$ cat src/rtl/uart_pkg.sv
// Shared definitions for the UART subsystem.
//   - FSM state encodings for the receiver
//   - parity mode constants
//   - clog2 helper used to size counters from parameters
package uart_pkg;

  typedef logic [2:0] state_t;

  localparam state_t IDLE      = 3'd0;
  localparam state_t START     = 3'd1;
  localparam state_t DATA      = 3'd2;
  localparam state_t PARITY    = 3'd3;
  localparam state_t STOP      = 3'd4;
  localparam state_t WAIT_IDLE = 3'd5;

  localparam int unsigned PARITY_NONE = 0;
  localparam int unsigned PARITY_EVEN = 1;
  localparam int unsigned PARITY_ODD  = 2;

  // Number of bits needed to hold values 0 .. value-1.
  function automatic int unsigned clog2(input int unsigned value);
    int unsigned res;
    int unsigned rem;
    res = 0;
    rem = (value > 0) ? value - 1 : 0;
    while (rem > 0) begin
      res = res + 1;
      rem = rem >> 1;
    end
    return res;
  endfunction

endpackage

$ cat src/rtl/sync_2ff.sv
// Two-flop synchronizer for a single asynchronous input.
// Ports:
//   clk - destination clock
//   RST - asynchronous active-high reset; both flops load RESET_VAL
//   d   - asynchronous input
//   q   - synchronized output (two clk cycles of latency)
module sync_2ff #(
  parameter logic RESET_VAL = 1'b0
) (
  input  logic clk,
  input  logic RST,
  input  logic d,
  output logic q
);

  logic meta_q;
  logic sync_q;

  always_ff @(posedge clk or posedge RST) begin
    if (RST) begin
      meta_q <= RESET_VAL;
      sync_q <= RESET_VAL;
    end else begin
      meta_q <= d;
      sync_q <= meta_q;
    end
  end

  assign q = sync_q;

endmodule

$ cat src/rtl/uart_rx_param.sv
// Parametrised UART receiver. Samples each bit at mid-period, rejects start
// glitches, checks optional parity and every stop bit.
// Ports:
//   clk        - system clock, rising edge
//   RST        - asynchronous active-high reset
//   rx         - serial line, idles high, asynchronous to clk
//   rx_data    - received word, LSB is the first data bit on the line
//   rx_valid   - one-cycle pulse marking rx_data/parity_err/frame_err valid
//   parity_err - parity mismatch on the frame flagged by rx_valid
//   frame_err  - a stop bit sampled low on the frame flagged by rx_valid
//   busy       - high while the FSM is outside IDLE
module uart_rx_param
  import uart_pkg::*;
#(
  parameter int unsigned CLKS_PER_BIT = 104,
  parameter int unsigned DATA_BITS    = 8,
  parameter int unsigned PARITY_MODE  = 0,
  parameter int unsigned STOP_BITS    = 1
) (
  input  logic                 clk,
  input  logic                 RST,
  input  logic                 rx,
  output logic [DATA_BITS-1:0] rx_data,
  output logic                 rx_valid,
  output logic                 parity_err,
  output logic                 frame_err,
  output logic                 busy
);

  localparam int unsigned CntW = clog2(CLKS_PER_BIT);
  localparam int unsigned Half = CLKS_PER_BIT / 2;

  localparam logic [CntW-1:0] HalfLast = CntW'(Half - 1);
  localparam logic [CntW-1:0] BitLast  = CntW'(CLKS_PER_BIT - 1);
  localparam logic [3:0]      DataLast = 4'(DATA_BITS - 1);
  localparam logic [3:0]      StopLast = 4'(STOP_BITS - 1);

  if (CLKS_PER_BIT < 4 || CLKS_PER_BIT > 65535 || DATA_BITS < 5 || DATA_BITS > 9 ||
      PARITY_MODE > 2 || STOP_BITS < 1 || STOP_BITS > 2) begin : g_param_check
    $error("uart_rx_param: parameter out of legal range");
  end

  logic rs;

  state_t               state_q, state_d;
  logic [CntW-1:0]      cnt_q, cnt_d;
  logic [3:0]           bit_idx_q, bit_idx_d;
  logic [DATA_BITS-1:0] shift_q, shift_d;
  logic                 par_acc_q, par_acc_d;
  logic                 par_pend_q, par_pend_d;
  logic                 frame_pend_q, frame_pend_d;
  logic [DATA_BITS-1:0] rx_data_q, rx_data_d;
  logic                 rx_valid_q, rx_valid_d;
  logic                 parity_err_q, parity_err_d;
  logic                 frame_err_q, frame_err_d;
  logic                 frame_bad;

  sync_2ff #(
    .RESET_VAL (1'b1)
  ) u_rx_sync (
    .clk (clk),
    .RST (RST),
    .d   (rx),
    .q   (rs)
  );

  // Includes the stop sample being taken this cycle.
  assign frame_bad = frame_pend_q | ~rs;

  always_comb begin
    state_d      = state_q;
    cnt_d        = cnt_q;
    bit_idx_d    = bit_idx_q;
    shift_d      = shift_q;
    par_acc_d    = par_acc_q;
    par_pend_d   = par_pend_q;
    frame_pend_d = frame_pend_q;
    rx_data_d    = rx_data_q;
    rx_valid_d   = 1'b0;
    parity_err_d = parity_err_q;
    frame_err_d  = frame_err_q;

    case (state_q)
      IDLE: begin
        if (!rs) begin
          state_d = START;
          cnt_d   = '0;
        end
      end
      START: begin
        if (cnt_q == HalfLast) begin
          cnt_d = '0;
          if (rs) begin
            state_d = IDLE;
          end else begin
            state_d      = DATA;
            bit_idx_d    = '0;
            par_acc_d    = 1'b0;
            par_pend_d   = 1'b0;
            frame_pend_d = 1'b0;
          end
        end else begin
          cnt_d = cnt_q + CntW'(1);
        end
      end
      DATA: begin
        if (cnt_q == BitLast) begin
          cnt_d     = '0;
          shift_d   = {rs, shift_q[DATA_BITS-1:1]};
          par_acc_d = par_acc_q ^ rs;
          if (bit_idx_q == DataLast) begin
            bit_idx_d = '0;
            state_d   = (PARITY_MODE != PARITY_NONE) ? PARITY : STOP;
          end else begin
            bit_idx_d = bit_idx_q + 4'd1;
          end
        end else begin
          cnt_d = cnt_q + CntW'(1);
        end
      end
      PARITY: begin
        if (cnt_q == BitLast) begin
          cnt_d      = '0;
          state_d    = STOP;
          par_pend_d = (PARITY_MODE == PARITY_ODD) ? ~(par_acc_q ^ rs) : (par_acc_q ^ rs);
        end else begin
          cnt_d = cnt_q + CntW'(1);
        end
      end
      STOP: begin
        if (cnt_q == BitLast) begin
          cnt_d        = '0;
          frame_pend_d = frame_bad;
          if (bit_idx_q == StopLast) begin
            bit_idx_d    = '0;
            rx_valid_d   = 1'b1;
            rx_data_d    = shift_q;
            parity_err_d = par_pend_q;
            frame_err_d  = frame_bad;
            // A low stop bit may be a break; hold off until the line idles.
            state_d      = frame_bad ? WAIT_IDLE : IDLE;
          end else begin
            bit_idx_d = bit_idx_q + 4'd1;
          end
        end else begin
          cnt_d = cnt_q + CntW'(1);
        end
      end
      WAIT_IDLE: begin
        if (rs) begin
          state_d = IDLE;
          cnt_d   = '0;
        end
      end
      default: begin
        state_d = IDLE;
        cnt_d   = '0;
      end
    endcase
  end

  always_ff @(posedge clk or posedge RST) begin
    if (RST) begin
      state_q      <= IDLE;
      cnt_q        <= '0;
      bit_idx_q    <= '0;
      shift_q      <= '0;
      par_acc_q    <= 1'b0;
      par_pend_q   <= 1'b0;
      frame_pend_q <= 1'b0;
      rx_data_q    <= '0;
      rx_valid_q   <= 1'b0;
      parity_err_q <= 1'b0;
      frame_err_q  <= 1'b0;
    end else begin
      state_q      <= state_d;
      cnt_q        <= cnt_d;
      bit_idx_q    <= bit_idx_d;
      shift_q      <= shift_d;
      par_acc_q    <= par_acc_d;
      par_pend_q   <= par_pend_d;
      frame_pend_q <= frame_pend_d;
      rx_data_q    <= rx_data_d;
      rx_valid_q   <= rx_valid_d;
      parity_err_q <= parity_err_d;
      frame_err_q  <= frame_err_d;
    end
  end

  assign rx_data    = rx_data_q;
  assign rx_valid   = rx_valid_q;
  assign parity_err = parity_err_q;
  assign frame_err  = frame_err_q;
  assign busy       = (state_q != IDLE);

endmodule

$ cat config.mk
export PLATFORM = sky130hd
export DESIGN_NAME = uart_rx_param
export DESIGN_NICKNAME = d
export VERILOG_FILES = /design/src/rtl/uart_pkg.sv /design/src/rtl/sync_2ff.sv /design/src/rtl/uart_rx_param.sv
export SDC_FILE = /design/constraint.sdc
export NUM_CORES = 1
export LEC_CHECK = 0
export ABC_AREA = 1
export BUFFER_PORTS_ARGS = -buffer_cell sky130_fd_sc_hd__buf_2
export CORE_MARGIN = 5
export CORE_UTILIZATION = 40
export DETAILED_ROUTE_END_ITERATION = 8
export PLACE_DENSITY_LB_ADDON = 0.25
export SYNTH_ARGS = -nofsm -noshare
export SYNTH_HDL_FRONTEND = slang
export SYNTH_SLANG_ARGS = --single-unit
$ cat constraint.sdc
create_clock -name clk -period 3.8 [get_ports clk]
set_input_delay 0.38 -clock clk [delete_from_list [all_inputs] [get_ports clk]]
set_output_delay 0.38 -clock clk [all_outputs]
set_load 0.02 [all_outputs]
# Word-level counts from Yosys, hierarchy flattened
# Index checks and enable logic that the tools add are counted.
dict set report op_classes {
  n_eq_ne 17
  n_reduce_logical 16
  n_mux 33
  addsub 2
  n_bitwise 3
}
# op n
set op_table {}
lappend op_table {{7-bit 2-to-1 mux} 4}
lappend op_table {{7-bit case mux with 4 select lines} 1}
lappend op_table {{3-bit 2-to-1 mux} 9}
lappend op_table {{4-bit 2-to-1 mux} 6}
lappend op_table {{3-bit case mux with 6 select lines} 1}
lappend op_table {{2-bit != test, second input constant} 8}
lappend op_table {{4-bit case mux with 3 select lines} 1}
lappend op_table {{4-bit AND reduction} 3}
lappend op_table {{8-bit AND reduction} 1}
lappend op_table {{7-bit by 1-bit adder with 7-bit output, second input constant} 1}
lappend op_table {{7-bit by 6-bit == test with 1-bit output, second input constant} 1}
lappend op_table {{7-bit == test, second input constant} 1}
lappend op_table {{1-bit 2-to-1 mux} 7}
lappend op_table {{3-bit by 2-bit == test with 1-bit output, second input constant} 2}
lappend op_table {{3-bit == test, second input constant} 2}
lappend op_table {{1-bit case mux with 2 select lines} 3}
lappend op_table {{2-bit nonzero test} 3}
lappend op_table {{3-bit nonzero test} 2}
lappend op_table {{5-bit AND reduction} 1}
lappend op_table {{4-bit by 1-bit adder with 4-bit output, second input constant} 1}
lappend op_table {{4-bit by 3-bit == test with 1-bit output, second input constant} 1}
lappend op_table {{4-bit logical NOT} 1}
lappend op_table {{2-bit AND reduction} 2}
lappend op_table {{3-bit by 1-bit == test with 1-bit output, second input constant} 1}
lappend op_table {{other kinds (8)} 8}
dict set report word_totals {
  elab_cells 84
  regBits 38
  output_inout_bits 12
  in_bits 3
}

# Logic depth before layout (Yosys ltp)
dict set report depth {
  ltp_word 6
  depth_mapped 10
  ltp_nobuf 10
}

# Hierarchy
# From an unflattened synthesis, not the netlist that was laid out.
dict set report unflattened {
  cells_unflattened 250
  hier_area_um2 1973.1
}
# module instances seq_area_each_um2 area_each_um2 cells_per_inst
set modules_own_cells {}
lappend modules_own_cells {uart_rx_param 1 900.9 1916.8 247}
lappend modules_own_cells {sync_2ff 1 52.6 56.3 3}

# Worst setup path after synthesis
# Ideal clock, no wire load.
dict set report synth_timing {
  path_type {register to register}
  from {reg cnt_q[0]}
  to {reg parity_err_q (netlist: parity_err)}
  path_buffers 1
  t_required_ns 3.674
  path_slack_ns 2.339
  setup_time_ns 0.126
  stages_incl_launch_ff 8
  arrival_ns 1.335
  period_less_slack_ns 1.461
  path_cell_list {dfrtp_1 ha_1 nand2_2 nor2_2 nand2_2 nor3_4 buf_6 o21ai_0}
}
dict set report synth_via {
  elab_chain_cells 2
}
# item line
set synth_lines {}
lappend synth_lines {{start: declaration} uart_rx_param.sv:46} ;# logic [CntW-1:0] cnt_q, cnt_d;
lappend synth_lines {{start signal: assignment} uart_rx_param.sv:177} ;# cnt_q <= cnt_d;
lappend synth_lines {{7-bit == test} uart_rx_param.sv:131} ;# if (cnt_q == BitLast) begin
lappend synth_lines {{3-bit AND reduction (no line)} --}
lappend synth_lines {{end signal: assignment} uart_rx_param.sv:185} ;# parity_err_q <= parity_err_d;
lappend synth_lines {{end: declaration} uart_rx_param.sv:54} ;# logic parity_err_q, parity_err_d;
# Every way passes these cells.
# A chain may end at the register's enable or synchronous reset.

# Worst setup path after layout
dict set report layout_timing {
  from {reg cnt_q[0]}
  to {reg rx_data_q[4] (netlist: rx_data[4])}
}
dict set report layout_via {
  elab_chain_cells 2
}
# item line
set layout_lines {}
lappend layout_lines {{7-bit == test} uart_rx_param.sv:131}
lappend layout_lines {{3-bit AND reduction (no line)} --}
lappend layout_lines {{end signal: assignment} uart_rx_param.sv:183} ;# rx_data_q <= rx_data_d;
lappend layout_lines {{end: declaration} uart_rx_param.sv:52} ;# logic [DATA_BITS-1:0] rx_data_q, rx_data_d;
# Every way passes these cells.

==> results.ini <==
[sta]
finalCritPeriodShare_pct=47.3
hold_ws_ps=181
post-route-min-period_ps=1800
final_max_slew_viol_count=0
hold_violations=0
skew_ps=5.60
rsz0062_at_grt=false
slew-limit-headroom_pct=63.1
setup_tns_ps=0
setup_viol_count_final=0
tightest_slew_ps=552
fmax_mhz=556
fin_ws_ps=2000

[synthesis]
synthesis.instances=242
synth.largest_area_cell=dfrtp_1
synthTopCellsByCount=nand2_1 (77), dfrtp_1 (36), inv_1 (31)
synth_top_area_share_pct=47.2
seq_area_frac_synth_pct=50.0
synth.top_cells.by_area=dfrtp_1 (47%), nand2_1 (15%), inv_1 (6.1%)
synth_flop_cell=dfrtp_1
ys.warnings.count=0
syn_nets=248
ys_ff_latch=38
syn-cell-area_um2=1910
synth_cell_types=26
async_flop_share_pct=100
synth_edf_count=0
synth.most_common_cell=nand2_1
avgSynthCellArea_um2=7.88

[route]
routedWlPerCell_um=11.8
wl_um=3710
viasPerCell=4.79
drc_errors=0
drt_iter0_drc=60
ant_nets=0
vias=1508
dr.pass1.iters=4

[die]
initial_core_util_pct=40.9
io_pins=15
row_count=25
core_um2=4660
fp.dieH_um=79.0
die_w_um=79.0
die-area_um2=6250

[power_and_ir_drop]
vdd_drop_max_mv=0.240
combPwrFrac_pct=1.8
p_sw_w=0.000152
p_clk_share_pct=45.4
leakagePower_nw=1.11
switching_share_pct=19.8
internal_power_w=0.000619
seqPwrFrac_pct=52.8
power.density_nw_per_um2=360

[cts]
htree_levels=2
cts_buffers=5
cts_post_setup_buffers_inserted=0
cts_sinks=38
cts_buffer_depth=2
cts_tree=yes
ctsHoldBuffers=0
cts_resized=0
clk_latency_ps=290
clock-root-buffer=clkbuf_8
clkTransAtPathRegs_ps=70

[global_routing]
grt_first_pass_wirelength_um=6600
overflow=0
antenna_found_initial=0
grt_max_degree=39
grt_pass1_vias=1456
grt.total_usage_pct=13.4

[critical_path]
required_ps=3980
worstPathArrival_ps=1980
start_kind=register
worst-path-max-fanout=16
cp_top_family=simple AND/OR/NAND/NOR gates
r2r_slack_ps=2000
critical_path_class=register to register
slowest_delay_ps=460
ff2ff_path_depth=7
crit_path_cell_trace=ha_1 -> nand2_2 -> nor2_2 -> nand2_2 -> nor3_4 -> nand2_1 -> o21a_1
cp_slowest_cell=nor3_4
r2r_end=rx_data[4]
path_buf_inv=0
cp_common_cell=nand2_2
end_kind=register
timing.rr.start=cnt_q[0]

[run]
maxCapViolCount=0

[worst_hold_path]
hold_class=input port to register
hold_end=u_rx_sync.meta_q
min_from=rx
hold_depth=1

[finish]
fillers=473
drive_above_1_share_pct=14.9
syn_to_final_growth_pct=12.4
num_antenna_cells=0
final_util_pct=46.0
nNetsFinal=267

[placement]
gp_congestion=0.789
port_buffers=14
place_ws_ps=1990
dp_hpwl_um=2620

[outcome]
status=finished, final reports clean

-- metal layers --
metal | GRT usage (%) | up-vias | share of wire [%]
li1 | - | 802 | -
met1 | 16.8 | 678 | 48
met2 | 21.4 | 23 | 46
met3 | 3.74 | 5 | 4.1
met4 | 6.53 | 0 | 2.0
met5 | 0 | - | 0
-- flip-flops by register name (all words and copies together) (netlist names), 3 cells and up --
name	flops
rx_data	8
shift_q	8
cnt_q	7
bit_idx_q	4
state_q	3
-- worst register-to-register path: cells and delay by family, from the launching register on --
family / cells / cell delay, ps
adder cells (fa/ha/maj): 1 / 270
AO/OA/AOI/OAI: 1 / 130
flip-flops: 1 / 380
AND/OR/NAND/NOR: 5 / 910
-- power by group through the flow --
stage	combinational, W	clock, W	sequential, W
detailed placement	0.0000145	0	0.000415
global route	0.0000164	0.000382	0.000407
floorplan	0.00000927	0	0.000415
finish	0.0000137	0.000351	0.000407
global placement	0.0000144	0	0.000415
CTS	0.0000145	0.000365	0.000407
-- worst max path at each step --
stage | start | end | cells past startpoint | slack [ps]
6_report | cnt_q[0] | rx_data[4] | 7 | 2000
5_1_grt | cnt_q[0] | shift_q[1] | 8 | 1770
4_1_cts | cnt_q[0] | rx_data[4] | 7 | 1970
3_5_place_dp | cnt_q[0] | rx_data[4] | 7 | 1990
3_3_place_gp | cnt_q[0] | rx_data[5] | 7 | 2090
2_1_floorplan | cnt_q[0] | parity_err | 7 | 2340
-- cells by family (layout without fill, tap and decap cells) --
kind of cell	Yosys count	count (layout)	share of synthesized area [%]
and+or+nand+nor	130	130	29.9
xor gates and xnor gates	2	2	0.919
AOI/OAI and AO/OA	34	34	9.78
DFF	38	38	50.0
buffers and inverters	35	54	7.41
adders and majority gates	3	3	1.97
-- cell usage in the layout, fill, tap and decap left out, types with 6 or more instances in the layout --
| cell type | count |
|---|---|
| a21oi_1 | 7 |
| nand2_1 | 77 |
| clkbuf_8 | 6 |
| o21ai_0 | 19 |
| dfrtp_1 | 36 |
| nor2_1 | 19 |
| inv_1 | 31 |
| nand3_1 | 16 |
| buf_2 | 14 |
-- per-stage QoR --
step	cell area [um2]	std cells	total power (W)
3_3_place_gp	2030	308	0.000429
6_report	2140	315	0.000771
4_1_cts	2140	315	0.000787
2_1_floorplan	1910	242	0.000424
5_1_grt	2140	315	0.000806
3_5_place_dp	2030	308	0.000429
-- layout make-up --
| cell class | instances | area (um2) | share of cell area [%] |
|---|---|---|---|
| timing repair buffer | 15 | 77.6 | 3.62 |
| clock buffer | 6 | 82.6 | 3.85 |
| sequential | 38 | 953 | 44.5 |
| multi-input combinational | 169 | 812 | 37.9 |
| clock inverter | 1 | 30.0 | 1.40 |
| tap | 54 | 67.6 | 3.15 |
| inverter | 32 | 120 | 5.60 |
(Power assumes the default switching activity.)
